File: config.mk
export PLATFORM = sky130hd
export DESIGN_NAME = max_select
export DESIGN_NICKNAME = d
export VERILOG_FILES = /design/src/rtl/max_select_pkg.sv /design/src/rtl/max_select_exp_compare.sv /design/src/rtl/max_select.sv
export SDC_FILE = /design/constraint.sdc
export NUM_CORES = 1
export LEC_CHECK = 0
export ABC_AREA = 1
export BUFFER_PORTS_ARGS = -buffer_cell sky130_fd_sc_hd__buf_2
export CAP_MARGIN = 40
export CORE_UTILIZATION = 50
export CTS_CLUSTER_DIAMETER = 150
export CTS_CLUSTER_SIZE = 30
export DETAILED_ROUTE_END_ITERATION = 10
export GPL_TIMING_DRIVEN = 0
export PLACE_DENSITY = 0.82
export SLEW_MARGIN = 10
export SYNTH_ARGS = -nofsm -noshare
export SYNTH_HDL_FRONTEND = slang
export SYNTH_SLANG_ARGS = --single-unit
File: constraint.sdc
create_clock -name CLK -period 6 [get_ports CLK]
set_input_delay 0.9 -clock CLK [delete_from_list [all_inputs] [get_ports CLK]]
set_output_delay 0.9 -clock CLK [all_outputs]
set_load 0.005 [all_outputs]
File: src/rtl/max_select_pkg.sv
// Shared FPU exponent definitions for the add/sub datapath.
package max_select_pkg;

    localparam int unsigned DEF_EXP_W = 8;

    typedef logic [DEF_EXP_W-1:0] exp_t;

endpackage

File: src/rtl/max_select_exp_compare.sv
// Combinational unsigned exponent comparator: larger value, winner flag, magnitude of difference.
module max_select_exp_compare
    import max_select_pkg::*;
#(
    parameter int unsigned EXP_W = DEF_EXP_W
) (
    input  logic [EXP_W-1:0] exp1,
    input  logic [EXP_W-1:0] exp2,
    output logic [EXP_W-1:0] max,
    output logic             sel,
    output logic [EXP_W-1:0] diff,
    output logic             eq
);

    logic b_gt_a;

    assign b_gt_a = (exp2 > exp1);

    always_comb begin
        sel  = b_gt_a;
        eq   = (exp1 == exp2);
        max  = exp1;
        diff = exp1 - exp2;
        // Subtract smaller from larger so the difference never wraps.
        if (b_gt_a) begin
            max  = exp2;
            diff = exp2 - exp1;
        end
    end

endmodule

File: src/rtl/max_select.sv
// Exponent max-select with combinational results and a valid-gated registered copy.
module max_select
    import max_select_pkg::*;
#(
    parameter int unsigned EXP_W = DEF_EXP_W
) (
    input  logic             CLK,
    input  logic             RST,
    input  logic [EXP_W-1:0] exp1,
    input  logic [EXP_W-1:0] exp2,
    input  logic             valid_in,
    output logic [EXP_W-1:0] max,
    output logic             sel,
    output logic [EXP_W-1:0] diff,
    output logic             eq,
    output logic [EXP_W-1:0] max_q,
    output logic             sel_q,
    output logic [EXP_W-1:0] diff_q,
    output logic             eq_q,
    output logic             valid_q
);

    max_select_exp_compare #(
        .EXP_W (EXP_W)
    ) u_exp_compare (
        .exp1 (exp1),
        .exp2 (exp2),
        .max  (max),
        .sel  (sel),
        .diff (diff),
        .eq   (eq)
    );

    // Data registers hold their value when valid_in is low; valid_q tracks valid_in every cycle.
    always_ff @(posedge CLK or posedge RST) begin
        if (RST) begin
            max_q  <= '0;
            sel_q  <= 1'b0;
            diff_q <= '0;
            eq_q   <= 1'b0;
        end else if (valid_in) begin
            max_q  <= max;
            sel_q  <= sel;
            diff_q <= diff;
            eq_q   <= eq;
        end
    end

    always_ff @(posedge CLK or posedge RST) begin
        if (RST) begin
            valid_q <= 1'b0;
        end else begin
            valid_q <= valid_in;
        end
    end

endmodule

Word level (Yosys, flattened, before mapping)
Cells that the tools add are included.

word-level totals
  output and inout port bits = 37
  flip-flop bits (word level) = 19
  word-level logic and storage cells = 11

operators by class
  multiplexer cells = 2
  equal/unequal tests = 1
  $lt $le $gt $ge = 1
  add/sub/neg operators = 2

operators with widths
  cell         number
  $mux 8       2
  $sub 8x8->8  2
  $eq 8x8->1   1
  $gt 8x8->1   1

Longest topological paths before layout
Gate-level depths: netlist (run 1).

  word-level depth = 2
  depth in mapped cells = 14
  depth with buffers taken out = 14

By module
From an unflattened synthesis (run 1), not the netlist that was laid out.

second synthesis, totals
  cells, all modules = 268
  area total of the unflattened synthesis = 1781.7 µm²

by module, submodules not included
  module                  area an instance (µm²)  times used  cells an instance  seq. area each (µm²)
  max_select_exp_compare  1042.2                  1           190                0.0
  max_select              739.5                   1           78                 475.5

Least setup slack after synthesis (run 1)
No wires, ideal clock.

  path type = input -> output
  from = in exp2[0]
  to = out diff[7]
  path buffers = 1
  data required time = 5.100 ns
  stages on the path = 12
  arrival = 2.390 ns
  path slack = 2.710 ns
  cells stage by stage = inv_1 -> ha_1 -> fa_1 -> inv_1 -> nand2_1 -> nand2_1 -> nand3_1 -> nand2_2 -> nand2_8 -> buf_6 -> nand3_1 -> and2_1

on the way
  word-level cells in the longest chain between the ends = 2

ends and longest elaborated chain
  item                                 RTL line                      text
  start, declared                      max_select.sv:10              input logic [EXP_W-1:0] exp2,
  $sub 8x8->8 (tied with other cells)  max_select_exp_compare.sv:23  diff = exp1 - exp2;
  $mux 8 (*)                           max_select_exp_compare.sv:25  if (b_gt_a) begin
  end, declared                        max_select.sv:14              output logic [EXP_W-1:0] diff,

Every way passes the cells marked *; elsewhere a longest branch is shown, timed or not.

Worst setup path in the final report (run 1)
Same ends and word-level chain as after synthesis.

==> metrics, run 1 <==
Clk Latency, worst-skew pair 0.30 ns; final setup violation count 0; post-synthesis cell area 0.001748 mm²; initial DRC count 51; Final Critical Period 3.709 ns; initial antenna violation count 0; Area Overhead vs Synth 20.54%; area of the multi-input gates 0.001046 mm²; Worst-path clk slew 0.10 ns; Final Max Tran Viols 0; drt pass-1 iters 4; number of CTS-inserted buffers 3; Die H 61.13 µm; DRC violations left 0; Die W 61.13 µm; clock root buffer master clkbuf_4; Sw Ratio 0.3865; fmax 269.6 MHz; CTS tree yes; fill count 328; deepest clock path buffer count 2; Yosys reg bits 19; combinational power share 0.471; CP required 5.10 ns; worst path cell trace buf_2, inv_1, ha_1, fa_1, inv_1, nand2_1, nand2_1, nand3_1, nand2_2, nand2_8, buf_6, nand3_1, and2_1, buf_2; Max VDD drop 0.0001348 V; row count 21; # diodes 0; Avg Inst Size Synth 6.749 µm²; Final nets 355; I/O Buffers 55; Clock Skews 0 ns; Max transition margin 0.5332; Int Pwr 257.4 µW; routed len/inst 10.98 µm; post-cts sizing count 0; Initial Util 0.5238; Leak 1.310 nW; core area 0.003337 mm²; Critical-path top delay cell fa_1; H-tree Lvls 1; Flop pwr share 0.377; Post-DRT Antenna Nets 0; Total GRT Usage 0.2277; first-pass GRT wire length 6.216 mm; Reg area 475.5 µm²; clk sinks 19; Power Density 199.2 mW/mm²; syn_nets 295; largest net degree at the start of global routing 20; final worst slack 2.291 ns; critical path's largest stage delay 0.41 ns; Clock power frac 0.152; Post-CTS Hold Buffers 0; setup TNS 0 ns; register area share after synthesis 0.2720; die area 0.003736 mm²; RSZ-0062 raised after global routing no; post-CTS setup buffers 0; endpoint class of the critical path primary output; Worst Max-Slew Pin Slew 0.6995 ns; grt total ovfl 0; vias per inst 4.747; Worst EP arrival 2.81 ns; RD Place Congestion 0.8590; startpoint types input port; Worst Hold Class register to register; Mapped Cells 259; layout cells sized above 1 0.2799; status complete, no violations; total vias in the final route 1,728; vias in the first global route 1,466; Ys Warns 0; max-cap violation count 0; biggest fanout along the worst timing path 10; Final period util 0.6182; final core utilization 0.6314; Final Hold Vio Count 0; sw power 162.2 µW; crit path kind input port to primary output; dpl hpwl 3.305 mm; library cells used by synthesis 27; pre-CTS setup slack 2.324 ns; Routed WL 3.995 mm; I/O pin total 56
[path summary, 6_finish.rpt]
| path | from | to | slack, ns | cells past startpoint |
|---|---|---|---|---|
| min reg2reg | max_q[2] | max_q[2] | 0.48 | 2 |
| min | max_q[2] | max_q[2] | 0.48 | 2 |
| max reg2reg | eq_q | eq_q | 5.33 | 2 |
| min in group asynchronous | RST | max_q[0] | 0.69 | 2 |
| max in group asynchronous | RST | eq_q | 4.86 | 2 |
| max | exp2[0] | diff[7] | 2.29 | 14 |
[per-stage QoR]
stage | instances | power (mW) | area (µm²) | hold WS [ns]
floorplan | 259 | 0.2860 | 1748 | 0.4724
global placement | 360 | 0.3548 | 2081 | 0.4580
detailed placement | 360 | 0.3597 | 2081 | 0.4623
CTS | 364 | 0.4230 | 2107 | 0.4878
global route | 364 | 0.4581 | 2107 | 0.5044
finish | 364 | 0.4196 | 2107 | 0.4844
[Yosys cell counts]
| master | n | share of area |
|---|---|---|
| o21ai_0 | 3 | 0.0086 |
| xnor2_1 | 2 | 0.010 |
| inv_2 | 1 | 0.0021 |
| nand3_1 | 13 | 0.037 |
| fa_1 | 2 | 0.023 |
| xor2_1 | 4 | 0.020 |
| buf_2 | 3 | 0.0086 |
| or2_1 | 1 | 0.0036 |
| nand2_2 | 9 | 0.032 |
| ha_1 | 15 | 0.11 |
| dfrtp_1 | 19 | 0.27 |
| clkbuf_1 | 3 | 0.0064 |
| nand4_1 | 2 | 0.0072 |
| and2_1 | 2 | 0.0072 |
| nor2_4 | 1 | 0.0064 |
| or2_2 | 1 | 0.0036 |
| inv_1 | 44 | 0.094 |
| nor2_1 | 4 | 0.0086 |
| o21ai_2 | 10 | 0.050 |
| a21oi_2 | 1 | 0.0050 |
| buf_6 | 1 | 0.0064 |
| nand2_8 | 1 | 0.011 |
| nand2_1 | 110 | 0.24 |
| buf_12 | 1 | 0.011 |
| nor2_2 | 1 | 0.0036 |
| a21oi_1 | 4 | 0.011 |
| nand3_2 | 1 | 0.0057 |
[routing by layer]
metal  GRT usage  part of all wire
met1      0.2814              0.47
met2      0.4053              0.47
met3     0.04412             0.050
met5           0                 0
met4     0.05844             0.016
[cell type report]
type / instances / area share
Buffer: 8 / 0.02732
Sequential cell: 19 / 0.2257
Inverter: 45 / 0.08017
Timing Repair Buffer: 55 / 0.1306
Multi-Input combinational cell: 187 / 0.4964
Clock buffer: 4 / 0.01247
Tap cell: 46 / 0.02732
[cells by family after synthesis]
logic type	after synthesis	synth area share
buf+inv	53	0.1296
compound gates	18	0.07516
simple gates	146	0.3629
xor+xnor	6	0.03006
fa+ha+maj	17	0.1303
flops	19	0.2720
[power by group through the flow]
stage                     combinational [mW]  clock [mW]  sequential, mW
after global routing                   0.227      0.0702           0.160
after CTS                              0.200      0.0648           0.158
after global placement                 0.195           0           0.160
after detailed placement               0.199           0           0.160
final                                  0.198      0.0636           0.158
after floorplan                        0.124           0           0.162
[state kept, by name, summed over array words and instances, names as in the netlist]
register / count
sel_q: 1
diff_q: 8
valid_q: 1
eq_q: 1
max_q: 8
[cells in the final DEF, fill, tap and decap left out, drive strengths merged]
cell,instances
fa,2
clkbuf,7
o21ai,13
nand4,2
buf,60
inv,45
or2,2
and2,2
nand2,120
nand3,14
dfrtp,19
xnor2,2
xor2,4
ha,15
a21oi,5
nor2,6
[critical path: cells and delay by family]
family        cells  cell delay [ns]
simple gates      7             0.79
buf+inv           5             0.49
fa+ha+maj         2             0.62
Note: power is estimated with default switching activity, not from simulation.
==> run 2: changes to the inputs <==
- ABC_AREA: 1 -> 0
- PLACE_DENSITY: 0.82 -> 0.83
- clock period: 6 -> 3.7 ns (I/O delays scaled with it)
==> run 2 against run 1 <==
Effect of this change: via count is 27% lower; utilization is 0.82 points higher; worst hold slack worse by 0.12 ns; largest power group unchanged.
==> metrics, run 2 <==
Initial Util 0.5219; Max transition margin 0.5199; largest family of logic cells by synthesized area compound AO/OA/AOI/OAI gates; number of synthesized flops with an enable pin 0; mux contribution to synthesized area 0.1694; Clock power frac 0.145; status complete, no violations; Reg2Reg Depth 1; final core utilization 0.6397; clock root buffer master clkbuf_4; fmax 324.2 MHz; Area Overhead vs Synth 22.57%; post-cts sizing count 0; clk sinks 19; post-synth top area share 0.3009; layout cells sized above 1 0.4902; Cells after DPL 244; Final nets 241; setup TNS 0 ns; biggest fanout along the worst timing path 10; crit path kind input port to primary output; commonest cells after routing, fill and taps aside buf_2, inv_1, dfrtp_1; worst reg-to-reg setup slack 2.93 ns; grt total ovfl 0; Synth async-reset ratio 1.000; routed len/inst 13.19 µm; die area 0.003390 mm²; Final Critical Period 3.084 ns; CP required 3.14 ns; non-filler instance count after layout 248; reg-to-reg endpoint diff_q[6]; Post-Synth XOR/XNOR Area 0.03800; max-cap violation count 0; Total GRT Usage 0.2062; deepest clock path buffer count 2; first-pass GRT wire length 5.257 mm; RD Place Congestion 0.7765; Largest regs diff_q: 8 flops, max_q: 8 flops; post-synthesis cell area 0.001580 mm²; Sw Ratio 0.3434; endpoint class of the critical path primary output; row count 20; initial antenna violation count 0; largest net degree at the start of global routing 20; Worst-path clk slew 0.11 ns; initial DRC count 35; Worst Hold Class input port to async pin; Avg Inst Size Synth 10.90 µm²; post-CTS setup buffers 0; final setup violation count 0; Compound-Gate Fraction of Synth Area 0.1845; Worst Max-Slew Pin Slew 0.7194 ns; Routed WL 3.270 mm; I/O pin total 56; simple-gate share of the synthesized area 0.07047; number of CTS-inserted buffers 3; Power Density 373.5 mW/mm²; H-tree Lvls 1; Primary FF master, synth dfrtp_1; combinational power share 0.474; Int Pwr 475.0 µW; register area share after synthesis 0.3009; Final Hold Vio Count 0; Flop pwr share 0.382; core area 0.003028 mm²; I/O Buffers 55; Post-Synth Adder-Cell Area 0.1441; CTS tree yes; Die W 58.22 µm; Mapped Cells 145; vias in the first global route 1,167; post-synth top area cell dfrtp_1; syn_nets 181; Final Max Tran Viols 0; # diodes 0; Clk Latency, worst-skew pair 0.29 ns; startpoint types input port; dpl hpwl 2.681 mm; Synth area leaders dfrtp_1, ha_1, mux2_2, inv_1, o21ai_2; Ys Warns 0; Placed Area 0.001911 mm²; Worst EP arrival 2.53 ns; Yosys reg bits 19; sw power 248.4 µW; r2r startpoint diff_q[6]; DRC violations left 0; library cells used by synthesis 39; total vias in the final route 1,261; fin area 0.001937 mm²; vias per inst 5.085; Post-CTS Hold Buffers 0; Max VDD drop 0.0002826 V; Post-DRT Antenna Nets 0; drt pass-1 iters 4; Final period util 0.8336; most common cell after layout, fill and taps aside buf_2; Leak 1.039 nW; Commonest cells post-synth dfrtp_1, inv_1, ha_1; Die H 58.22 µm; Clock Skews 0 ns; RSZ-0062 raised after global routing no
-- run 2: critical path: stages --
cell,delay [ns]
buf_2,0.09
inv_1,0.06
ha_1,0.21
fa_1,0.38
nand2b_1,0.18
a21oi_2,0.21
o21ai_4,0.13
buf_12,0.17
a31oi_2,0.15
xor2_1,0.22
buf_2,0.15
-- run 2: metal layers --
metal	vias up	routed length, µm	global-route usage
met5	-	0	0
met4	0	14	0.03061
met3	2	148	0.04688
met2	48	1605	0.3711
met1	591	1501	0.2567
li1	620	-	-
-- run 2: final cells by class --
cell class / instances / area (µm²)
buffer: 7 / 75.07
clock buffer: 4 / 26.28
fill: 278 / 1091
inverter: 19 / 71.32
multi-input combinational: 100 / 958.4
sequential: 19 / 475.5
tap: 44 / 55.05
timing repair buffer: 55 / 275.3
-- run 2: cell families (layout without fill, tap and decap cells) --
logic type / Yosys count / after routing
and+or+nand+nor: 21 / 21
buffers and inverters: 26 / 85
DFF: 19 / 19
adders and majority gates: 17 / 17
AOI/OAI and AO/OA: 33 / 33
muxes: 23 / 23
xor gates and xnor gates: 6 / 6
-- run 2: worst max-delay path by stage --
stage                  from       to  slack (ns)  depth (start not counted)
finish              exp2[0]  diff[6]        0.62                         11
global route        exp2[0]  diff[6]        0.50                         11
CTS                 exp2[0]  diff[6]        0.63                         11
detailed placement  exp2[0]  diff[6]        0.64                         11
global placement    exp2[0]  diff[6]        0.64                         11
floorplan           exp2[0]  diff[6]        1.03                          8
-- run 2: metrics by stage --
stage / hold slack (ns) / worst slack [ns] / power (mW)
floorplan: 0.5055 / 1.027 / 0.4947
global placement: 0.4850 / 0.6354 / 0.6150
detailed placement: 0.4911 / 0.6435 / 0.6246
CTS: 0.3668 / 0.6295 / 0.7302
global route: 0.3578 / 0.5012 / 0.7747
finish: 0.3632 / 0.6158 / 0.7233
-- run 2: power by group through the flow --
stage	combinational (mW)	clock, mW	sequential, mW
6_report	0.343	0.105	0.276
5_1_grt	0.376	0.117	0.281
4_1_cts	0.345	0.109	0.276
3_5_place_dp	0.344	0	0.280
3_3_place_gp	0.337	0	0.278
2_1_floorplan	0.211	0	0.283
==> run 3: changes to the inputs <==
- CORE_UTILIZATION: 50 -> 45
- PLACE_DENSITY: 0.83 -> 0.79
- clock period: 3.7 -> 2.7 ns (I/O delays scaled with it)
==> run 3 against run 2 <==
Effect of this change: routed wire length increased by 6.1%; power rose by 42%; clock skew is the same; highest routed layer unchanged; largest power group unchanged; critical path type unchanged; largest cell class unchanged.
==> metrics, run 3 (same netlist as run 2, synthesis figures left out) <==
Critical-path top delay cell fa_2; Routed WL 3.471 mm; Initial Util 0.4699; total vias in the final route 1,261; initial DRC count 33; Final Max Tran Viols 0; worst path cell trace buf_2, inv_2, ha_4, fa_2, nand2b_4, a21oi_4, and4bb_2, a31oi_4, xor2_1, buf_2; Worst EP arrival 2.25 ns; Final Critical Period 2.657 ns; Power Density 512.0 mW/mm²; setup TNS 0 ns; first-pass GRT wire length 5.368 mm; DRC violations left 0; biggest fanout along the worst timing path 2; RD Place Congestion 0.8794; final worst slack 0.04314 ns; Final nets 244; number of CTS-inserted buffers 3; pre-CTS setup slack -0.08512 ns; buffers plus inverters on the worst setup path 3; Die H 61.26 µm; hold slack 0.1866 ns; Leak 1.054 nW; CTS tree yes; initial antenna violation count 0; Worst Hold Class input port to async pin; RSZ-0062 raised after global routing yes; I/O Buffers 55; endpoint class of the critical path primary output; commonest cells after routing, fill and taps aside buf_2, dfrtp_1, inv_1; Area Overhead vs Synth 27.08%; I/O pin total 56; most common cell after layout, fill and taps aside buf_2; Max transition margin 0.5203; H-tree Lvls 1; Final Hold Vio Count 0; CP required 2.30 ns; critical path's largest stage delay 0.40 ns; # diodes 0; grt total ovfl 0; layout cells sized above 1 0.5266; crit path kind input port to primary output; Post-DRT Antenna Nets 0; most frequent cell on the critical path buf_2; dpl hpwl 2.745 mm; deepest clock path buffer count 2; core area 0.003363 mm²; Cells after DPL 246; Die W 61.26 µm; startpoint types input port; clk sinks 19; largest net degree at the start of global routing 20; Total GRT Usage 0.1983; vias per inst 4.984; max-cap violation count 0; Largest regs diff_q: 8 flops, max_q: 8 flops; fmax 376.4 MHz; die area 0.003753 mm²; non-filler instance count after layout 253; Clk Latency, worst-skew pair 0.31 ns; Worst Max-Slew Pin Slew 0.7188 ns; CP delay by family, top adder cells; status complete, no violations; Final period util 0.9840; Worst-path clk slew 0.12 ns; Clock Skews 0 ns; clock root buffer master clkbuf_4; Max VDD drop 0.0004299 V; final setup violation count 0; drt pass-1 iters 4; vias in the first global route 1,208; overall power 1.028 mW; routed len/inst 13.72 µm; row count 21
run 3: cell count changes in the layout (fill, tap and decap cells not counted), sizes merged:
cell | before | now
buf | 59 | 62
clkinvlp | 0 | 1
clkbuf | 7 | 6
run 3: where the power goes:
part           internal, mW  switching [mW]  leakage, nW  total [mW]
logic                 0.260           0.234        0.813       0.494
registers             0.347          0.0309        0.227       0.378
clock network        0.0566          0.0998       0.0139       0.156
run 3: path summary, 6_finish.rpt:
kind	slack, ns	startpoint	depth (start not counted)	end
setup / recovery	0.04	exp2[0]	10	diff[6]
setup reg to reg	1.92	diff_q[5]	1	diff_q[5]
min in group CLK	0.20	valid_in	1	valid_q
hold reg to reg	0.52	max_q[3]	1	max_q[3]
max in group asynchronous	2.06	RST	2	diff_q[2]
hold / removal	0.19	RST	2	valid_q
run 3: cell type report:
class | instances | area [µm²]
repair buffers | 58 | 297.8
flip-flops and latches | 19 | 475.5
plain buffers | 7 | 75.07
multi-input cells | 100 | 1001
clock inverters | 1 | 7.507
inverters | 19 | 71.32
well taps | 46 | 57.56
fillers | 317 | 1355
clock buffers | 3 | 22.52
run 3: metal layers:
metal  vias to the layer above  GRT usage  routed length [µm]
met5                         -          0                   0
met4                         0    0.03896                  51
met3                         6    0.04412                 173
met2                        36     0.3432                1704
met1                       594     0.2549                1541
li1                        625          -                   -
run 3: repair_timing:
action,4_1_cts,5_1_grt
resized for setup,3,7
hold buffers,0,0
pin swaps,2,2
endpoints found under the setup margin,9,6
setup buffers,2,1
run 3: through the flow:
step,util,cell area (µm²)
after CTS,0.5874,1976
after global routing,0.5971,2008
after detailed placement,0.5688,1913
final,0.5971,2008
after floorplan,-,1580
after global placement,0.5688,1913
